### src/rtl/tft_pkg.sv
// Shared TFT definitions: RGB565 colour constants, field widths and layer modes.
package tft_pkg;

  localparam int unsigned PIX_W   = 16;
  localparam int unsigned MODE_W  = 2;
  localparam int unsigned DIGIT_W = 4;

  localparam logic [PIX_W-1:0] RGB_BLACK  = 16'h0000;
  localparam logic [PIX_W-1:0] RGB_BLUE   = 16'h001F;
  localparam logic [PIX_W-1:0] RGB_RED    = 16'hF800;
  localparam logic [PIX_W-1:0] RGB_PURPLE = 16'hF81F;
  localparam logic [PIX_W-1:0] RGB_GREEN  = 16'h07E0;
  localparam logic [PIX_W-1:0] RGB_CYAN   = 16'h07FF;
  localparam logic [PIX_W-1:0] RGB_YELLOW = 16'hFFE0;
  localparam logic [PIX_W-1:0] RGB_WHITE  = 16'hFFFF;

  typedef enum logic [MODE_W-1:0] {
    LM_OFF       = 2'b00,
    LM_DIRECT    = 2'b01,
    LM_MONO_FILL = 2'b10,
    LM_MONO_KEY  = 2'b11
  } layer_mode_t;

endpackage

### src/rtl/tft_digit_ticker.sv
// Digit ticker: free-running period counter that advances the shown digit,
// with pause and single-step control.
// Ports: clk, rst_n, digit_pause (freeze), digit_step (advance now),
//        digit_sel (current digit), digit_wrap (pulse on DIGIT_MAX -> 0).
module tft_digit_ticker
  import tft_pkg::*;
#(
  parameter int unsigned DIGIT_PERIOD = 16650000,
  parameter int unsigned DIGIT_MAX    = 9
) (
  input  logic               clk,
  input  logic               rst_n,
  input  logic               digit_pause,
  input  logic               digit_step,
  output logic [DIGIT_W-1:0] digit_sel,
  output logic               digit_wrap
);

  localparam int unsigned CNT_W = $clog2(DIGIT_PERIOD);

  logic [CNT_W-1:0]   cnt_q, cnt_d;
  logic [DIGIT_W-1:0] sel_q, sel_d;
  logic               wrap_q, wrap_d;
  logic               tc_c, adv_c;

  // Terminal count only fires while counting; a step coinciding with it
  // still yields a single advance.
  always_comb begin
    tc_c   = !digit_pause && (cnt_q == CNT_W'(DIGIT_PERIOD - 1));
    adv_c  = tc_c || digit_step;
    cnt_d  = cnt_q;
    sel_d  = sel_q;
    wrap_d = 1'b0;
    if (adv_c) begin
      cnt_d = '0;
    end else if (!digit_pause) begin
      cnt_d = cnt_q + CNT_W'(1);
    end
    if (adv_c) begin
      if (sel_q == DIGIT_W'(DIGIT_MAX)) begin
        sel_d  = '0;
        wrap_d = 1'b1;
      end else begin
        sel_d = sel_q + DIGIT_W'(1);
      end
    end
  end

  always_ff @(posedge clk or negedge rst_n) begin
    if (!rst_n) begin
      cnt_q  <= '0;
      sel_q  <= '0;
      wrap_q <= 1'b0;
    end else begin
      cnt_q  <= cnt_d;
      sel_q  <= sel_d;
      wrap_q <= wrap_d;
    end
  end

  assign digit_sel  = sel_q;
  assign digit_wrap = wrap_q;

endmodule

### src/rtl/tft_layer_mixer.sv
// TFT layer compositor: delays requests to meet ROM data, resolves the
// highest-priority opaque layer per pixel and registers the RGB565 result.
// Also hosts the digit ticker that drives the digit glyph ROM mux.
// Ports: clk_vga, rst_n, pix_en, layer_req/mode/color/pix (per layer),
//        bg_color, digit_pause, digit_step, digit_sel, digit_wrap,
//        display_data, display_de.
module tft_layer_mixer
  import tft_pkg::*;
#(
  parameter int unsigned NUM_LAYERS   = 4,
  parameter int unsigned ROM_LATENCY  = 1,
  parameter int unsigned DIGIT_PERIOD = 16650000,
  parameter int unsigned DIGIT_MAX    = 9
) (
  input  logic                          clk_vga,
  input  logic                          rst_n,
  input  logic                          pix_en,
  input  logic [NUM_LAYERS-1:0]         layer_req,
  input  logic [MODE_W*NUM_LAYERS-1:0]  layer_mode,
  input  logic [PIX_W*NUM_LAYERS-1:0]   layer_color,
  input  logic [PIX_W*NUM_LAYERS-1:0]   layer_pix,
  input  logic [PIX_W-1:0]              bg_color,
  input  logic                          digit_pause,
  input  logic                          digit_step,
  output logic [DIGIT_W-1:0]            digit_sel,
  output logic                          digit_wrap,
  output logic [PIX_W-1:0]              display_data,
  output logic                          display_de
);

  logic [NUM_LAYERS-1:0] req_dly_c;
  logic                  en_dly_c;

  // Request/enable delay line so requests line up with ROM data.
  if (ROM_LATENCY == 0) begin : g_no_dly
    assign req_dly_c = layer_req;
    assign en_dly_c  = pix_en;
  end else begin : g_dly
    localparam int unsigned DW = ROM_LATENCY * NUM_LAYERS;
    logic [DW-1:0]          req_sh_q, req_sh_d;
    logic [ROM_LATENCY-1:0] en_sh_q, en_sh_d;

    always_comb begin
      req_sh_d = DW'({req_sh_q, layer_req});
      en_sh_d  = ROM_LATENCY'({en_sh_q, pix_en});
    end

    always_ff @(posedge clk_vga or negedge rst_n) begin
      if (!rst_n) begin
        req_sh_q <= '0;
        en_sh_q  <= '0;
      end else begin
        req_sh_q <= req_sh_d;
        en_sh_q  <= en_sh_d;
      end
    end

    assign req_dly_c = req_sh_q[DW-1 -: NUM_LAYERS];
    assign en_dly_c  = en_sh_q[ROM_LATENCY-1];
  end

  // Priority chain: entry g holds the winner among layers >= g; the top
  // entry is the "nothing covers this pixel" background.
  logic [NUM_LAYERS:0] hit_c;
  logic [PIX_W-1:0]    pix_ch_c [NUM_LAYERS+1];

  assign hit_c[NUM_LAYERS]    = 1'b0;
  assign pix_ch_c[NUM_LAYERS] = bg_color;

  for (genvar g = 0; g < NUM_LAYERS; g++) begin : g_layer
    layer_mode_t      mode_c;
    logic [PIX_W-1:0] pix_c, col_c, out_c;
    logic             opq_c;

    assign mode_c = layer_mode_t'(layer_mode[MODE_W*g +: MODE_W]);
    assign pix_c  = layer_pix[PIX_W*g +: PIX_W];
    assign col_c  = layer_color[PIX_W*g +: PIX_W];

    // MONO_KEY with a clear bit is transparent and lets lower layers through.
    assign opq_c = req_dly_c[g] &&
                   ((mode_c == LM_DIRECT) || (mode_c == LM_MONO_FILL) ||
                    ((mode_c == LM_MONO_KEY) && pix_c[0]));
    assign out_c = (mode_c == LM_DIRECT) ? pix_c : (pix_c[0] ? col_c : bg_color);

    assign hit_c[g]    = hit_c[g+1] || opq_c;
    assign pix_ch_c[g] = (!hit_c[g+1] && opq_c) ? out_c : pix_ch_c[g+1];
  end

  logic [PIX_W-1:0] data_q, data_d;
  logic             de_q, de_d;

  // Blank outside the active area.
  always_comb begin
    data_d = RGB_BLACK;
    de_d   = en_dly_c;
    if (en_dly_c) begin
      data_d = pix_ch_c[0];
    end
  end

  always_ff @(posedge clk_vga or negedge rst_n) begin
    if (!rst_n) begin
      data_q <= '0;
      de_q   <= 1'b0;
    end else begin
      data_q <= data_d;
      de_q   <= de_d;
    end
  end

  assign display_data = data_q;
  assign display_de   = de_q;

  tft_digit_ticker #(
    .DIGIT_PERIOD (DIGIT_PERIOD),
    .DIGIT_MAX    (DIGIT_MAX)
  ) u_ticker (
    .clk         (clk_vga),
    .rst_n       (rst_n),
    .digit_pause (digit_pause),
    .digit_step  (digit_step),
    .digit_sel   (digit_sel),
    .digit_wrap  (digit_wrap)
  );

endmodule
### config.mk
export PLATFORM = sky130hd
export DESIGN_NAME = tft_layer_mixer
export DESIGN_NICKNAME = d
export VERILOG_FILES = /design/src/rtl/tft_pkg.sv /design/src/rtl/tft_digit_ticker.sv /design/src/rtl/tft_layer_mixer.sv
export SDC_FILE = /design/constraint.sdc
export NUM_CORES = 1
export LEC_CHECK = 0
export CAP_MARGIN = 20
export CORE_AREA = 2 2 91 85
export DETAILED_ROUTE_END_ITERATION = 16
export DIE_AREA = 0 0 93 87
export DONT_BUFFER_PORTS = 1
export PLACE_DENSITY = 0.87
export SETUP_SLACK_MARGIN = 0.3
export SKIP_CTS_REPAIR_TIMING = 1
export SLEW_MARGIN = 25
export SYNTH_ARGS = -nofsm -noshare
export SYNTH_HDL_FRONTEND = slang
export SYNTH_SLANG_ARGS = --single-unit
### constraint.sdc
create_clock -name clk_vga -period 1.9 [get_ports clk_vga]
set_input_delay 0.38 -clock clk_vga [delete_from_list [all_inputs] [get_ports clk_vga]]
set_output_delay 0.38 -clock clk_vga [all_outputs]
set_load 0.01 [all_outputs]
== Word-level counts from Yosys, hierarchy flattened ==
Index checks and enable logic that the tools add are counted.
Word-level totals
  word-level logic and storage cells: 69
  output and inout bits: 22
  flip-flop bits (word level): 51
  bits of input ports: 161
Cells by class
  $add $sub $neg: 2
  reduce and logical (&&, ||, !) cells: 27
  equal/unequal tests: 15
  muxes and demuxes: 18
Operators by type and width (count)
  2-to-1 mux 16 bit: 13
  2-to-1 mux 24 bit: 2
  adder 24 x 1 -> 24 bit (second input constant): 1
  equality test 24 bit (second input constant): 1
  equality test 2 bit (second input constant): 8
  logical AND 1 bit: 12
  logical OR 1 bit: 11
  equality test 2 x 1 -> 1 bit (second input constant): 4
  adder 4 x 1 -> 4 bit (second input constant): 1
  equality test 4 bit (second input constant): 1
  zero test 1 bit: 4
  2-to-1 mux 4 bit: 1
  2-to-1 mux 1 bit: 2
  != test 2 x 1 -> 1 bit (second input constant): 1

== Depth between registers and ports, before layout ==
  depth after elaboration: 10
  gate-level depth with buffers: 9
  depth with buffers taken out: 7

== By module ==
A second synthesis with hierarchy kept.
Second synthesis, totals
  cells, all modules: 487
  area total of the unflattened synthesis: 4408.0 µm²
Modules (own cells, without submodules)
  tft_layer_mixer: seq. area each 550.5 µm², area an instance 2687.6 µm², instances 1, cells each 305
  tft_digit_ticker: seq. area each 725.7 µm², area an instance 1720.4 µm², instances 1, cells each 182

== Worst setup path after synthesis ==
No wires, ideal clock.
  kind: input -> register
  from: input layer_mode[5]
  to: register data_q[0], in the netlist display_data[0]
  required time: 1.774 ns
  library setup time: 0.126 ns
  arrival: 1.958 ns
  buffers on the path: 2
  setup slack: -0.184 ns
  cell stages on the path: 9
  cells stage by stage: inv_1 ha_1 a21bo_1 a22o_1 or3b_1 buf_2 buf_6 o221ai_1 a21oi_1
Between the ends
  cells in the longest elaborated chain, start to end: 10
  elaborated cells between the ends (all ways): 19
  classes of those cells: eq/ne: 3; mux: 5; reduce/logical: 11
Ends and longest elaborated chain
  from (decl): RTL line tft_layer_mixer.sv:19  | input logic [MODE_W*NUM_LAYERS-1:0] layer_mode,
  equality test 2 x 1 -> 1 bit, or another cell as far along: RTL line tft_layer_mixer.sv:81, tft_layer_mixer.sv:83
  logical OR 1 bit or logical AND 1 bit (tied branches): RTL line tft_layer_mixer.sv:81, tft_layer_mixer.sv:82
  logical OR 1 bit: RTL line tft_layer_mixer.sv:81  | ((mode_c == LM_DIRECT) || (mode_c == LM_MONO_FILL) ||
  logical AND 1 bit: RTL line tft_layer_mixer.sv:80  | assign opq_c = req_dly_c[g] &&
  logical OR 1 bit: RTL line tft_layer_mixer.sv:85  | assign hit_c[g] = hit_c[g+1] || opq_c;
  zero test 1 bit or logical OR 1 bit (tied branches): RTL line tft_layer_mixer.sv:86, tft_layer_mixer.sv:85
  logical AND 1 bit or zero test 1 bit (tied branches): RTL line tft_layer_mixer.sv:86  | assign pix_ch_c[g] = (!hit_c[g+1] && opq_c) ? out_c : pix_ch_c[g+1];
  2-to-1 mux 16 bit or logical AND 1 bit (tied branches): RTL line tft_layer_mixer.sv:86
  2-to-1 mux 16 bit *: RTL line tft_layer_mixer.sv:86
  2-to-1 mux 16 bit *: RTL line tft_layer_mixer.sv:96  | if (en_dly_c) begin
  net data_d[0]: RTL line tft_layer_mixer.sv:89  | logic [PIX_W-1:0] data_q, data_d;
  to (signal assigned): RTL line tft_layer_mixer.sv:106  | data_q <= data_d;
  to (decl): RTL line tft_layer_mixer.sv:89
Mark *: on every way through the listed nets, which the timed path passes. The rest lies on a longest branch.
A chain may end at the register's enable or synchronous reset.

== Final worst setup path ==
  from: register u_ticker.cnt_q[0]
  to: register u_ticker.sel_q[1], in the netlist u_ticker.digit_sel[1]
Between the ends
  cells in the longest elaborated chain, start to end: 3
Ends and longest elaborated chain
  from (decl): RTL line tft_digit_ticker.sv:21  | logic [CNT_W-1:0] cnt_q, cnt_d;
  from (signal assigned): RTL line tft_digit_ticker.sv:55  | cnt_q <= cnt_d;
  equality test 24 bit: RTL line tft_digit_ticker.sv:29  | tc_c = !digit_pause && (cnt_q == CNT_W'(DIGIT_PERIOD - 1));
  logical AND 1 bit: RTL line tft_digit_ticker.sv:29
  logical OR 1 bit: RTL line tft_digit_ticker.sv:30  | adv_c = tc_c || digit_step;
  to (signal assigned): RTL line tft_digit_ticker.sv:56  | sel_q <= sel_d;
  to (decl): RTL line tft_digit_ticker.sv:22  | logic [DIGIT_W-1:0] sel_q, sel_d;
No other way between the ends.

==> impl_summary.md <==
Placement
The standard cell area after detailed placement is 4300 um2. The count of input and output buffers is 0. The half-perimeter wire length of the detailed placement result is 8750 um. At the end of routability-driven placement, the weighted congestion stood at 0.965. The post-place setup slack is -0.0729 ns.

Synth
The compound-cell area share of the yosys netlist was 0.150. Of the total synthesized cell area, the portion taken by full adders, half adders and majority gates is 0.0275. The synthesized design contains 51 register bits.

The synthesized design contains 0 enable-type register cells. The post-synthesis share of cell area spent on and, or, nand and nor gates is 0.181. The predominant post-synthesis flop cell is sky130_fd_sc_hd__dfrtp_1. The proportion of synthesized chip area in sequential cells is 0.311. The share of the synthesized area in the top cell type is 0.311. The fraction of synthesized cell area in xor and xnor cells is 0.0427. Sorting the synthesized cells by area gives the leading types as sky130_fd_sc_hd__dfrtp_1 31%, sky130_fd_sc_hd__mux2_2 17%, sky130_fd_sc_hd__mux2i_1 7.6%. The net count of the mapped netlist is 632. sky130_fd_sc_hd__dfrtp_1 takes more of the synthesized area than any other cell. The synthesized instance count is 462.

Dividing the synthesized area by the synthesized cell count gives 8.87 um2. The number of unique standard cell types used by synthesis is 45. Of the post-synthesis cell area, the part taken by muxes is 0.243. After synthesis, the share of flip-flops with an asynchronous set or reset is 1.00. The combinational family with the most area after synthesis is multiplexers. Summing every instance area after synthesis gives 4100 um2. The Yosys warning count is 0.

Route
The pre-antenna-repair detailed-routing pass consisted of 5 iterations. The routed layout has 3,807 vias. The detailed-route wire length per cell is 21.1 um. The first routing iteration left 291 violations.

In this run the remaining antenna-violating nets after routing total 0. The number of vias per cell is 6.66. The final wirelength is 12,100 um. The DRC violation count after routing is 0.

Power
The peak supply drop is 0.000419 V. The combinational fraction of design power is 0.285. The internal portion of the total power is 1860 uW. The reported net switching power is 887 uW. The part of the power in the clock network is 0.235. Summing internal, switching and leakage power gives 2750 uW. Of the total power, the share spent switching nets is 0.322. Summed over all cells, the static leakage comes to 0.00197 uW. The total power density per cell area is 571 nW/um2. The share of total power dissipated in sequential elements is 0.479.

Die
The horizontal die dimension is 93 um. The floorplan has 30 rows. The die is 87 um tall.

The number of placed I/O pins is 183. The initial utilization of the core area, before any placement, comes to 0.569. The floorplan step defined a core boundary enclosing 7210 um2.

The area enclosed by the die boundary is 8090 um2.

Finish
The layout overhead on the synthesized area is 17.6%. The layout has 551 filler cells. The fraction of layout cells with a size suffix above 1 is 0.342.

The final net count is 645. With fillers left out, the area of the finished cells amounts to 4820 um2. Leaving out fill and tap cells, the most frequent cells in the layout are 60 x sky130_fd_sc_hd__mux2_2, 48 x sky130_fd_sc_hd__dfrtp_1, 45 x sky130_fd_sc_hd__nand2_1.

The repair_antennas step left the layout with diodes totalling 0. The multi-input combinational cells in the finished layout cover a total of 2910 um2. The leading cell type in the layout, fill and taps excluded is sky130_fd_sc_hd__mux2_2. The sequential standard cell area is 1280 um2.

Timing
The worst pin sits at a relative slew slack of 0.310. The top achievable clock speed is 0.553 GHz. The count of final hold-check violations came to 0.

Hold is met by 0.0922 ns. The max-slew violation count came to 0. Dividing the final minimum period by the clock period gives 0.952. Counting I/O delays and the setup requirement, the final critical path takes 1.81 ns. For the pin with the worst max-slew slack, the measured transition is 1.03 ns.

The clock arrives with 0.0112 ns of skew. Setup slack closes at 0.0905 ns. Setup repair after global routing could not meet its margin everywhere. The total negative setup slack is 0 ns. Setup violations remaining at the end of the flow were counted as 0.

Global route
The first global-routing pass estimated 17,700 um of wire. The number of global-route vias before repair came to 3,586. The overall track demand over capacity in global routing is 0.278. Entering global routing, the biggest net connects 52 pins. The number of antenna violations at the first check in global routing came to 0. The remaining global-route overflow is 0.

Job
The number of maximum-capacitance violations is 0.

Outcome
The run finished with clean final reports.

Clock tree
The root buffer cell is sky130_fd_sc_hd__clkbuf_8. The longest clock path from root to sink contains 2 buffers. The later pin in the worst-skew pair is clocked with a latency of 0.31 ns. The clock transition at the registers of the reported paths is 0.10 ns. The clock drives 51 sinks. The deepest level of the CTS H-tree is 2.

The TritonCTS clock tree is built. Counting the buffers created by CTS gives 5.

Hold path
The number of cells on the worst hold path is 0. The type of the most critical hold path is input port to register. The terminating pin of the worst hold path is g_dly.req_sh_q[3]$_DFF_PN0_. The worst hold path begins at layer_req[3].

Worst setup path
The worst setup path is of the register to register kind. The startpoint identified for the worst register-to-register timing path is u_ticker.cnt_q[0]$_DFFE_PN0P_. STA classifies the critical path startpoint as a register. The arrival time at the worst endpoint is 2.02 ns.

The endpoint identified for the worst register-to-register timing path is u_ticker.digit_sel[1]$_DFFE_PN0N_. The top fanout value on the critical path is 5. Measured in cells, the most critical reg-to-reg path has a length of 6. The worst setup slack for register-to-register paths is 0.09 ns. The element type at the critical path end is a register. At the worst endpoint, the required time is 2.11 ns.
-- routing by layer --
layer | share of wire | track usage
met5 | 0 | 0
met4 | 0.029 | 0.0949
met3 | 0.092 | 0.0727
met2 | 0.50 | 0.487
met1 | 0.38 | 0.334
-- state kept, by name, indices dropped and copies added (netlist names) --
| signal | flops |
|---|---|
| de_d | 1 |
| display_data | 16 |
| display_de | 1 |
| g_dly.req_sh_q | 4 |
| u_ticker.cnt_q | 24 |
| u_ticker.digit_sel | 4 |
| u_ticker.digit_wrap | 1 |
-- cell usage after synthesis (15+ instances only) --
| master | count |
|---|---|
| sky130_fd_sc_hd__o21ai_0 | 28 |
| sky130_fd_sc_hd__or3_1 | 18 |
| sky130_fd_sc_hd__xor2_1 | 15 |
| sky130_fd_sc_hd__mux2i_1 | 31 |
| sky130_fd_sc_hd__nor2_1 | 28 |
| sky130_fd_sc_hd__mux2_2 | 61 |
| sky130_fd_sc_hd__nand2_1 | 45 |
| sky130_fd_sc_hd__clkbuf_1 | 19 |
| sky130_fd_sc_hd__dfrtp_1 | 51 |
| sky130_fd_sc_hd__o22ai_1 | 15 |
| sky130_fd_sc_hd__a21oi_1 | 22 |
| sky130_fd_sc_hd__nor3_1 | 18 |
| sky130_fd_sc_hd__o211ai_1 | 15 |
-- area by class of cell --
cell class	count	share of cell area
multi-input combinational	372	0.603
inverter	7	0.00804
sequential	51	0.265
timing repair buffer	38	0.0794
clock inverter	3	0.00493
tap	96	0.0249
clock buffer	5	0.0143
-- how the worst max path moves through the flow --
| stage | slack [ns] | endpoint | cells after the start | from |
|---|---|---|---|---|
| finish | 0.09 | u_ticker.digit_sel[1]$_DFFE_PN0N_ | 6 | u_ticker.cnt_q[0]$_DFFE_PN0P_ |
| global route | 0.07 | u_ticker.digit_sel[1]$_DFFE_PN0N_ | 5 | u_ticker.cnt_q[4]$_DFFE_PN0P_ |
| CTS | -0.007 | u_ticker.digit_sel[1]$_DFFE_PN0N_ | 6 | u_ticker.cnt_q[0]$_DFFE_PN0P_ |
| detailed placement | -0.07 | display_data[5]$_DFF_PN0_ | 8 | layer_mode[7] |
| global placement | -0.03 | display_data[1]$_DFF_PN0_ | 8 | layer_mode[7] |
| floorplan | -0.09 | display_data[0]$_DFF_PN0_ | 9 | layer_mode[5] |
-- worst max-delay path: stages (launching register included) --
cell,delay (ns)
sky130_fd_sc_hd__dfrtp_1,0.41
sky130_fd_sc_hd__ha_2,0.19
sky130_fd_sc_hd__and4b_2,0.24
sky130_fd_sc_hd__and4_4,0.17
sky130_fd_sc_hd__a31o_4,0.25
sky130_fd_sc_hd__and2_4,0.17
sky130_fd_sc_hd__mux2_4,0.29
-- through the flow --
stage	utilization	cells
6_report	0.669	572
5_1_grt	0.669	572
4_1_cts	0.609	555
3_5_place_dp	0.596	547
3_3_place_gp	0.596	547
2_1_floorplan	-	462
-- kinds of logic after synthesis --
group,count (synthesis)
buf+inv,39
xor+xnor,20
mux,92
simple gates,148
fa+ha+maj,9
flops,51
compound gates,103
-- power groups by stage --
stage	combinational, uW	clock [uW]	sequential, uW
floorplan	563	0	1300
global placement	628	0	1330
detailed placement	655	0	1330
CTS	657	655	1310
global route	859	710	1340
finish	785	647	1320
No activity file was read; power rests on OpenSTA's default activity.
